[src/rtl/fetch_unit.sv]
// fetch_unit: RV32I instruction-fetch stage. Owns the fetch PC, issues requests on a
// valid/ready channel, tags in-flight requests with their address, buffers returned words
// in a 2-entry queue and drives the IF/ID registers. Redirects from decode discard any
// responses still in flight for the old path.
module fetch_unit #(
    parameter int unsigned     XLEN     = 32,
    parameter logic [XLEN-1:0] RESET_PC = '0
) (
    input  logic            clk,
    input  logic            rst,
    output logic            imem_req_valid,
    output logic [XLEN-1:0] imem_req_addr,
    input  logic            imem_req_ready,
    input  logic            imem_resp_valid,
    input  logic [XLEN-1:0] imem_resp_data,
    input  logic [1:0]      pc_sel,
    input  logic            br_true,
    input  logic [XLEN-1:0] br_decode,
    input  logic [XLEN-1:0] jal_decode,
    input  logic [XLEN-1:0] jalr_decode,
    input  logic            stall_id,
    input  logic            flush_if,
    output logic [XLEN-1:0] pc_decode,
    output logic [XLEN-1:0] instr_decode,
    output logic            valid_decode
);

    localparam logic [1:0] PC_PLUS4 = 2'd0;
    localparam logic [1:0] PC_BR    = 2'd1;
    localparam logic [1:0] PC_JAL   = 2'd2;
    localparam logic [1:0] PC_JALR  = 2'd3;

    logic [XLEN-1:0] r_pc_fetch;
    logic [1:0]      r_outstanding;
    logic [1:0]      r_drop;
    logic [XLEN-1:0] r_tag [2];
    logic            r_tag_rd;
    logic            r_tag_wr;
    logic [XLEN-1:0] r_fifo_pc [2];
    logic [XLEN-1:0] r_fifo_instr [2];
    logic            r_fifo_rd;
    logic            r_fifo_wr;
    logic [1:0]      r_fifo_cnt;
    logic [XLEN-1:0] r_pc_decode;
    logic [XLEN-1:0] r_instr_decode;
    logic            r_valid_decode;

    logic            w_redirect_req;
    logic [XLEN-1:0] w_target_raw;
    logic            w_redirect;
    logic [XLEN-1:0] w_target;
    logic            w_pop;
    logic [2:0]      w_credit;
    logic            w_req_valid;
    logic            w_accept;
    logic            w_resp;
    logic            w_push;
    logic [1:0]      w_outstanding_nxt;
    logic [1:0]      w_drop_nxt;

    // Decode-side redirect request and the raw target it selects
    always_comb begin
        w_redirect_req = 1'b0;
        w_target_raw   = jalr_decode;
        unique case (pc_sel)
            PC_PLUS4: begin
                w_redirect_req = 1'b0;
                w_target_raw   = jalr_decode;
            end
            PC_BR: begin
                w_redirect_req = br_true;
                w_target_raw   = br_decode;
            end
            PC_JAL: begin
                w_redirect_req = 1'b1;
                w_target_raw   = jal_decode;
            end
            PC_JALR: begin
                w_redirect_req = 1'b1;
                w_target_raw   = jalr_decode;
            end
            default: ;
        endcase
    end

    assign w_redirect = w_redirect_req && !stall_id;
    assign w_target   = {w_target_raw[XLEN-1:2], 2'b00};

    // Credit counts the same-cycle pop so a zero-wait memory sustains one word per cycle
    assign w_pop       = (r_fifo_cnt != 2'd0) && !stall_id && !flush_if;
    assign w_credit    = 3'(r_outstanding) + 3'(r_fifo_cnt) - 3'(w_pop);
    // Held low while in reset so no request leaks out before the first post-reset cycle
    assign w_req_valid = rst && !w_redirect && (w_credit < 3'd2);
    assign w_accept    = w_req_valid && imem_req_ready;

    // Stray responses with nothing in flight are ignored
    assign w_resp = imem_resp_valid && (r_outstanding != 2'd0);
    assign w_push = w_resp && (r_drop == 2'd0) && !w_redirect;

    assign w_outstanding_nxt = r_outstanding + 2'(w_accept) - 2'(w_resp);

    // Drop count: everything still in flight after a redirect belongs to the old path
    always_comb begin
        w_drop_nxt = r_drop;
        if (w_redirect) begin
            w_drop_nxt = w_outstanding_nxt;
        end else if (w_resp && (r_drop != 2'd0)) begin
            w_drop_nxt = r_drop - 2'd1;
        end
    end

    // Fetch PC: advance on accept, jump to the aligned target on redirect
    always_ff @(posedge clk or negedge rst) begin
        if (!rst) begin
            r_pc_fetch <= RESET_PC;
        end else if (w_redirect) begin
            r_pc_fetch <= w_target;
        end else if (w_accept) begin
            r_pc_fetch <= r_pc_fetch + XLEN'(4);
        end
    end

    // In-flight and drop counters
    always_ff @(posedge clk or negedge rst) begin
        if (!rst) begin
            r_outstanding <= 2'd0;
            r_drop        <= 2'd0;
        end else begin
            r_outstanding <= w_outstanding_nxt;
            r_drop        <= w_drop_nxt;
        end
    end

    // Tag queue: address of each outstanding request, popped by every counted response
    always_ff @(posedge clk or negedge rst) begin
        if (!rst) begin
            r_tag[0] <= '0;
            r_tag[1] <= '0;
            r_tag_wr <= 1'b0;
            r_tag_rd <= 1'b0;
        end else begin
            if (w_accept) begin
                r_tag[r_tag_wr] <= r_pc_fetch;
                r_tag_wr        <= ~r_tag_wr;
            end
            if (w_resp) begin
                r_tag_rd <= ~r_tag_rd;
            end
        end
    end

    // Instruction queue: push kept responses, pop into IF/ID, clear on redirect
    always_ff @(posedge clk or negedge rst) begin
        if (!rst) begin
            r_fifo_pc[0]    <= '0;
            r_fifo_pc[1]    <= '0;
            r_fifo_instr[0] <= '0;
            r_fifo_instr[1] <= '0;
            r_fifo_rd       <= 1'b0;
            r_fifo_wr       <= 1'b0;
            r_fifo_cnt      <= 2'd0;
        end else if (w_redirect) begin
            r_fifo_rd  <= 1'b0;
            r_fifo_wr  <= 1'b0;
            r_fifo_cnt <= 2'd0;
        end else begin
            if (w_push) begin
                r_fifo_pc[r_fifo_wr]    <= r_tag[r_tag_rd];
                r_fifo_instr[r_fifo_wr] <= imem_resp_data;
                r_fifo_wr               <= ~r_fifo_wr;
            end
            if (w_pop) begin
                r_fifo_rd <= ~r_fifo_rd;
            end
            r_fifo_cnt <= r_fifo_cnt + 2'(w_push) - 2'(w_pop);
        end
    end

    // IF/ID registers: stall holds, redirect/flush/empty load a bubble, else pop
    always_ff @(posedge clk or negedge rst) begin
        if (!rst) begin
            r_pc_decode    <= '0;
            r_instr_decode <= '0;
            r_valid_decode <= 1'b0;
        end else if (!stall_id) begin
            if (w_redirect || flush_if || (r_fifo_cnt == 2'd0)) begin
                r_pc_decode    <= '0;
                r_instr_decode <= '0;
                r_valid_decode <= 1'b0;
            end else begin
                r_pc_decode    <= r_fifo_pc[r_fifo_rd];
                r_instr_decode <= r_fifo_instr[r_fifo_rd];
                r_valid_decode <= 1'b1;
            end
        end
    end

    assign imem_req_valid = w_req_valid;
    assign imem_req_addr  = r_pc_fetch;
    assign pc_decode      = r_pc_decode;
    assign instr_decode   = r_instr_decode;
    assign valid_decode   = r_valid_decode;

endmodule

[config.mk]
export PLATFORM = sky130hd
export DESIGN_NAME = fetch_unit
export DESIGN_NICKNAME = d
export VERILOG_FILES = /design/src/rtl/fetch_unit.sv
export SDC_FILE = /design/constraint.sdc
export NUM_CORES = 1
export LEC_CHECK = 0
export ABC_AREA = 0
export CAP_MARGIN = 10
export CORE_MARGIN = 2
export CORE_UTILIZATION = 57
export DETAILED_ROUTE_END_ITERATION = 7
export PLACE_DENSITY = 0.95
export SLEW_MARGIN = 20
export SYNTH_ARGS = -nofsm -noshare
export SYNTH_HDL_FRONTEND = slang
export SYNTH_SLANG_ARGS = --single-unit
[constraint.sdc]
create_clock -name clk -period 7.95 [get_ports clk]
set_input_delay 0.795 -clock clk [delete_from_list [all_inputs] [get_ports clk]]
set_output_delay 0.795 -clock clk [all_outputs]
set_load 0.1 [all_outputs]
### Word-level counts from Yosys, hierarchy flattened

Cells that the tools add are included.

| storage, ports and cells | value |
|---|---|
| flip-flop bits (word level) | 299 |
| latch bits | 0 |
| memory bits (writable) | 0 |
| ROM bits | 0 |
| input port bits | 137 |
| logic and storage cells | 104 |
| memories kept | 0 |

| operators by class | value |
|---|---|
| add/sub/neg operators | 8 |
| multipliers | 0 |
| divide/modulo/power cells | 0 |
| $lt $le $gt $ge | 7 |
| equal/unequal tests | 3 |
| shift-type cells | 0 |
| multiplexer cells | 30 |
| bitwise gates (word level) | 9 |
| reductions and logical operators | 30 |

Operators by type and width:

| kind | count |
|---|---|
| 32-bit 2-to-1 mux | 15 |
| 64-bit bitwise mux | 3 |
| 32-bit case mux with 3 select lines | 1 |
| 32-bit demux with 1-bit select | 2 |
| 32-bit by 3-bit adder with 32-bit output, second input constant | 1 |
| 2-bit nonzero test | 7 |
| 1-bit logical AND | 12 |
| 2-bit greater-or-equal comparator, second input constant | 4 |
| 1-bit inverter with 2-bit output | 4 |
| 2-bit logical NOT | 3 |
| 2-bit 2-to-1 mux | 3 |
| 1-bit 2-to-1 mux | 5 |
| 1-bit inverter | 5 |
| 2-bit by 1-bit adder with 2-bit output | 2 |
| 2-bit == test, second input constant | 2 |
| 2-bit by 1-bit less-than comparator with 1-bit output, second input constant | 2 |
| 2-bit OR reduction | 2 |
| 2-bit by 1-bit subtractor with 2-bit output | 2 |
| 2-bit by 2-bit adder with 3-bit output | 1 |
| 1-bit logical NOT | 3 |
| 3-bit by 2-bit less-than comparator with 1-bit output, second input constant | 1 |
| 1-bit case mux with 3 select lines | 1 |
| 3-bit by 1-bit subtractor with 3-bit output | 1 |
| 2-bit by 1-bit == test with 1-bit output, second input constant | 1 |
| other kinds (3) | 4 |

### Depth between registers and ports, before layout

Gate-level depths: netlist (run 1).

| depth | value |
|---|---|
| word-level depth | 11 |
| mapped depth | 14 |
| gate-level depth less buffers | 14 |

### Worst setup path before layout (run 1)

OpenSTA, ideal clock, no wires.

| path | value |
|---|---|
| path type | input -> output |
| start point | input flush_if |
| end point | output imem_req_valid |
| arrival time | 3.935 ns |
| path slack | 3.220 ns |
| cell stages on the path | 8 |
| cell sequence | a211oi_1 -> ha_1 -> nand2b_1 -> fa_1 -> xor2_1 -> clkbuf_1 -> nand3_1 -> nor2_1 |

| on the way | value |
|---|---|
| cells in the longest elaborated chain, start to end | 5 |

Ends and longest elaborated chain:

| what | line | source |
|---|---|---|
| start, declared | 22 | `input logic flush_if,` |
| 1-bit logical NOT | 90 | `assign w_pop = (r_fifo_cnt != 2'd0) && !stall_id && !flush_if;` |
| 1-bit logical AND | 90 |  |
| 3-bit by 1-bit subtractor with 3-bit output | 91 | `assign w_credit = 3'(r_outstanding) + 3'(r_fifo_cnt) - 3'(w_pop);` |
| 3-bit by 2-bit less-than comparator with 1-bit output | 93 | `assign w_req_valid = rst && !w_redirect && (w_credit < 3'd2);` |
| 1-bit logical AND | 93 |  |
| end, declared | 11 | `output logic imem_req_valid,` |

No other way between the ends.

### Final worst setup path (run 1)

Ends and elaborated chain as after synthesis.

==> results of run 1 <==
==> stage by stage <==
stage,power [uW],util (%),setup WS (ps)
2_1_floorplan,4150,-,3220
3_5_place_dp,4840,68.5,2110
5_1_grt,6530,72.7,1790
6_report,6220,72.7,2020
4_1_cts,6230,72.7,2020
3_3_place_gp,4690,68.5,2160
==> final cells by class <==
type / instances / area [sq um] / area share, %
clock buffer: 42 / 865 / 5.30
clock inverter: 8 / 93.8 / 0.575
inverter: 15 / 56.3 / 0.345
multi-input combinational: 741 / 5410 / 33.1
sequential: 287 / 7190 / 44.0
tap: 285 / 357 / 2.18
timing repair buffer: 237 / 2350 / 14.4
==> power groups by stage <==
stage                     Combinational (uW)  Clock, uW  Sequential [uW]
after floorplan                         1190          0             2960
after global placement                  2300          0             2390
after detailed placement                2390          0             2450
after CTS                               2420       1380             2440
after global routing                    2580       1440             2510
final                                   2410       1360             2450
==> cells in the final DEF (no fill, tap or decap), types with 12 or more instances in the layout <==
cell type / instances
dfrtp_1: 285
clkdlybuf4s50_1: 222
nand2_1: 142
o21ai_0: 128
mux2_2: 124
mux2i_1: 93
clkbuf_16: 29
a21oi_1: 28
nand2b_1: 24
a221o_1: 22
a31oi_1: 16
inv_1: 15
o31a_1: 14
nand4_1: 12
ha_1: 12
buf_4: 12
==> kinds of logic after synthesis <==
| family | share of synthesized area, % |
|---|---|
| simple gates | 9.08 |
| fa+ha+maj | 1.41 |
| buf+inv | 3.11 |
| flops | 55.5 |
| compound gates | 11.8 |
| other cells | 0.0290 |
| xor+xnor | 1.15 |
| mux | 18.0 |
==> flip-flops by register name (all words and copies together) (netlist names), 2 cells and up <==
| name | count |
|---|---|
| r_fifo_pc | 60 |
| r_tag | 60 |
| r_outstanding | 2 |
| imem_req_addr | 30 |
| pc_decode | 30 |
| r_fifo_cnt | 2 |
| r_fifo_instr | 64 |
| r_drop | 2 |
| instr_decode | 32 |
==> critical path: cells and delay by family <==
kind | cells | cell delay, ps
xor gates and xnor gates | 1 | 670
buffers and inverters | 2 | 1630
adders and majority gates | 2 | 770
AOI/OAI and AO/OA | 1 | 730
and+or+nand+nor | 3 | 530
==> routing by layer <==
layer | routed length (um) | up-vias | GRT usage [%]
met4 | 1050 | 0 | 10.1
met3 | 2370 | 92 | 4.71
met1 | 12900 | 4812 | 34.6
met2 | 15700 | 471 | 46.1
met5 | 0 | - | 0
li1 | - | 4421 | -
==> final timing paths <==
check | end | slack [ps] | cells past startpoint
worst min-delay path | r_fifo_instr[41] | 250 | 1
worst max register to register | imem_req_addr[22] | 3590 | 9
worst min register to register | r_fifo_pc[52] | 480 | 2
worst max-delay path | imem_req_valid | 2020 | 9
min in group clk | r_fifo_pc[52] | 480 | 2
max in group asynchronous | r_fifo_rd | 5650 | 3
==> results.toml, run 1 <==
[synthesis]
ys_ff_latch = 287
mappedNetlistArea_sq_mm = 0.0129
ys_warn_count = 0
synth_edf_count = 0
synthArstFlopShare_pct = 100
yosysTopAreaCell = "dfrtp_1"
yosysSeqAreaShare_pct = 55.5
ys.flop_type = "dfrtp_1"
synth_cell_types = 46
syn_area_per_cell_sq_um = 11.5
synthTopCellsByCount = "dfrtp_1 (287), nand2_1 (142), o21ai_0 (128)"
syn_inst = 1123
synth.most_common_cell = "dfrtp_1"
yosysTopAreaCellShare_pct = 55.5
synth_area_leaders = "dfrtp_1 (55%), mux2_2 (11%), mux2i_1 (7.2%)"

[timing]
finalCriticalPeriod_ps = 5930
finalHoldViolCount = 0
setup-violations-final = 0
holdWs_ps = 254
period_share_pct = 74.6
rsz0062_at_grt = "false"
tns_ps = 0
maxSlewHeadroom_pct = 27.9
finalMaxSlewViolations = 0
skew_ps = 15.1
fmax_mhz = 169
worst_slew_pin_slew_ps = 1080

[global_route]
grt_use_total_pct = 26.9
grt_max_degree = 142
grt_pass1_wl_mm = 52.0
grt_pass1_vias = 10100
antenna_found_initial = 0
overflow = 0

[hold_path]
hold_class = "in -> async"

[pwr]
leakagePower_uw = 0.00698
p_per_area_mw_per_mm2 = 381
p_switching_uw = 2490
power.internal_uw = 3730
p_sw_share_pct = 40.1
p_seq_share_pct = 39.4
clockPowerShare_pct = 21.8
comb_power_share_pct = 38.8
vdd_drop_max_uv = 327

[detailed_routing]
drc = 0
first_pass_iters = 6
wire_per_inst_um = 19.9
first_iter_violations = 620
routed_wl_mm = 32.1
num_vias = 9796
drtAntennaViolNets = 0
vias_per_cell = 6.07

[clocking]
cts_resized = 0
clkLatencyLatePin_ps = 540
ctsHtreeMaxLevel = 1
cts.sinks = 287
root_buffer = "clkbuf_16"
cts_setup_buffers = 0
cts_hold_buf = 0
cts.path.max_buffers = 3
path_clk_slew_ps = 60
cts_tree = "done"
cts-buffers-inserted = 29

[die]
start_util_pct = 57.7
die-width_um = 155
row_count = 55
die_area_sq_mm = 0.0239
io_pins = 235
coreArea_sq_mm = 0.0224
die_y_um = 155

[placed_design]
post-place-cells = 1565
dp_hpwl_mm = 20.9
io_buffers = 224
gp_congestion = 0.898
dpl_cell_area_sq_mm = 0.0154

[critical_path]
slowest_delay_ps = 1170
cp_data_required_time_ps = 7150
path_common_cell = "clkdlybuf4s50_1"
cp_max_fo = 12
r2r_start = "r_fifo_cnt[0]"
crit_path_end_kind = "output port"
cp-start-kind = "input port"
startpoint = "flush_if"
crit_chain = "clkdlybuf4s50_1 > a211oi_1 > ha_1 > nand2b_1 > fa_1 > xor2_1 > nand3_1 > nor2_1 > clkdlybuf4s50_1"
crit_arrival_ps = 5140
worstSetupPathType = "in -> out"
crit_slowest_cell = "clkdlybuf4s50_1"

[final_layout]
fillerInstances = 1478
drive_gt1_share_pct = 14.8
n_antenna_cell = 0
layout.nets = 1462
syn_to_final_growth_pct = 26.1
final_cell_count_no_fill = 1615
fin_area_sq_mm = 0.0163

[run]
drv_cap = 0

[status]
run_status = "finished clean"
(Power assumes the default switching activity.)
==> run 2: changes to the inputs <==
--- a/config.mk
+++ b/config.mk
@@ -8,9 +8,9 @@
 export ABC_AREA = 0
 export CAP_MARGIN = 10
 export CORE_MARGIN = 2
-export CORE_UTILIZATION = 57
+export CORE_UTILIZATION = 53
 export DETAILED_ROUTE_END_ITERATION = 7
-export PLACE_DENSITY = 0.95
+export PLACE_DENSITY = 0.91
 export SLEW_MARGIN = 20
 export SYNTH_ARGS = -nofsm -noshare
 export SYNTH_HDL_FRONTEND = slang
==> constraint.sdc (replaced) <==
create_clock -name clk -period 5.53 [get_ports clk]
set_input_delay 0.553 -clock clk [delete_from_list [all_inputs] [get_ports clk]]
set_output_delay 0.553 -clock clk [all_outputs]
set_load 0.1 [all_outputs]
==> run 2 against run 1 <==
Combinational power increased by 43%. Sequential share of layout area down 0.23 points. Register-to-register slack lost 2400 ps. Worst setup slack lost 1000 ps. Die area rose by 7.4%. Worst hold slack got worse by 250 ps. Wire length is 0.38% lower. Non-clock buffer count did not move. Global-route usage shrank 1.8 points. Clock-buffer cell count shrank 4. Clock power up 46%. Final cell count rose by 2.6%.
==> results.toml, run 2 (synthesized netlist as in run 1, its figures left out) <==
[status]
run_status = "finished clean"

[critical_path]
ff2ff_path_depth = 9
ff2ff_setup_slack_ps = 1220
worstSetupPathType = "in -> out"
cp-start-kind = "input port"
crit_path_end_kind = "output port"
crit_arrival_ps = 3980
cp_max_fo = 12
cp_data_required_time_ps = 4980

[clocking]
cts.sinks = 287
cts_tree = "done"
cts_hold_buf = 0
cts.path.max_buffers = 3
clkLatencyLatePin_ps = 540
path_clk_slew_ps = 60
cts_resized = 0
cts-buffers-inserted = 29
ctsHtreeMaxLevel = 1
cts_setup_buffers = 0
root_buffer = "clkbuf_16"

[placed_design]
dp_hpwl_mm = 20.9
post-place-cells = 1604
gp_congestion = 0.877
io_buffers = 224
dpl_cell_area_sq_mm = 0.0154

[die]
start_util_pct = 53.5
die-width_um = 160
die_area_sq_mm = 0.0257
coreArea_sq_mm = 0.0242
die_y_um = 160
row_count = 57
io_pins = 235

[detailed_routing]
first_iter_violations = 735
num_vias = 9678
drc = 0
vias_per_cell = 5.84
first_pass_iters = 5
drtAntennaViolNets = 0
wire_per_inst_um = 19.3
routed_wl_mm = 32.0

[global_route]
antenna_found_initial = 0
grt_use_total_pct = 25.1
top_usage_layer = "met2"
gr-usage-met1_pct = 32.6
grt_pass1_vias = 10000
grt_max_degree = 94
grt_util_met2_pct = 41.6
grtUsageMet3_pct = 4.86
grt_pass1_wl_mm = 52.2
overflow = 0

[final_layout]
final_common_cell = "dfrtp_1"
n_antenna_cell = 0
largest_reg_flops = 64
syn_to_final_growth_pct = 26.7
layout.nets = 1462
top_register = "r_fifo_instr"
reg.largest.list = "r_fifo_instr x64, r_fifo_pc x60, r_tag x60"
mostFrequentLayoutCells = "dfrtp_1 (285), clkdlybuf4s50_1 (221), nand2_1 (142)"
fillerInstances = 1686
drive_gt1_share_pct = 15.3
final_cell_count_no_fill = 1657
fin_area_sq_mm = 0.0164

[timing]
finalCriticalPeriod_ps = 4540
worst_slew_pin_slew_ps = 1120
rsz0062_at_grt = "false"
finalHoldViolCount = 0
period_share_pct = 82.0
maxSlewHeadroom_pct = 25.2
setup-violations-final = 0
skew_ps = 8.24
finalMaxSlewViolations = 0
fmax_mhz = 220
tns_ps = 0

[pwr]
leakagePower_uw = 0.00701
vdd_drop_max_uv = 508
p_per_area_mw_per_mm2 = 546
report.power.total_uw = 8950

[hold_path]
hold_class = "in -> async"

[run]
drv_cap = 0
[run 2: worst paths after layout]
kind | from | to
setup / recovery | flush_if | imem_req_valid
hold / removal | rst | instr_decode[8]
setup reg to reg | r_fifo_cnt[1] | imem_req_addr[26]
hold reg to reg | r_fifo_pc[38] | r_fifo_pc[38]
max in group asynchronous | rst | r_fifo_pc[47]
min in group clk | r_fifo_pc[38] | r_fifo_pc[38]
[run 2: cell type report]
type	instances	area (sq um)	share of cell area [%]
well taps	324	405	2.47
flip-flops and latches	287	7190	43.8
multi-input cells	741	5410	33.0
inverters	15	56.3	0.343
repair buffers	237	2360	14.4
clock buffers	38	840	5.12
clock inverters	15	145	0.885
[run 2: report_power, final]
part | switching [uW] | internal (uW) | total [uW]
Sequential | 630 | 2880 | 3510
Combinational | 2140 | 1310 | 3450
Clock | 827 | 1170 | 1990
[run 2: stage by stage]
stage / hold slack, ps / util, % / setup WS [ps]
floorplan: 257 / - / 1280
global placement: 460 / 63.8 / 845
detailed placement: 469 / 63.8 / 695
CTS: 29.0 / 67.9 / 1060
global route: 42.5 / 67.9 / 822
finish: 2.66 / 67.9 / 993
[run 2: critical path, cell delays in order]
cell and delay, ps:
clkdlybuf4s50_1 460, a211oi_1 730, ha_1 360, nand2b_1 150
fa_1 410, xor2_1 680, nand3_1 140, nor2_1 170
buf_4 320
[run 2: layer usage]
metal | up-vias | part of all wire [%]
li1 | 4420 | -
met1 | 4757 | 41
met2 | 418 | 48
met3 | 83 | 7.2
met4 | 0 | 3.6
met5 | - | 0
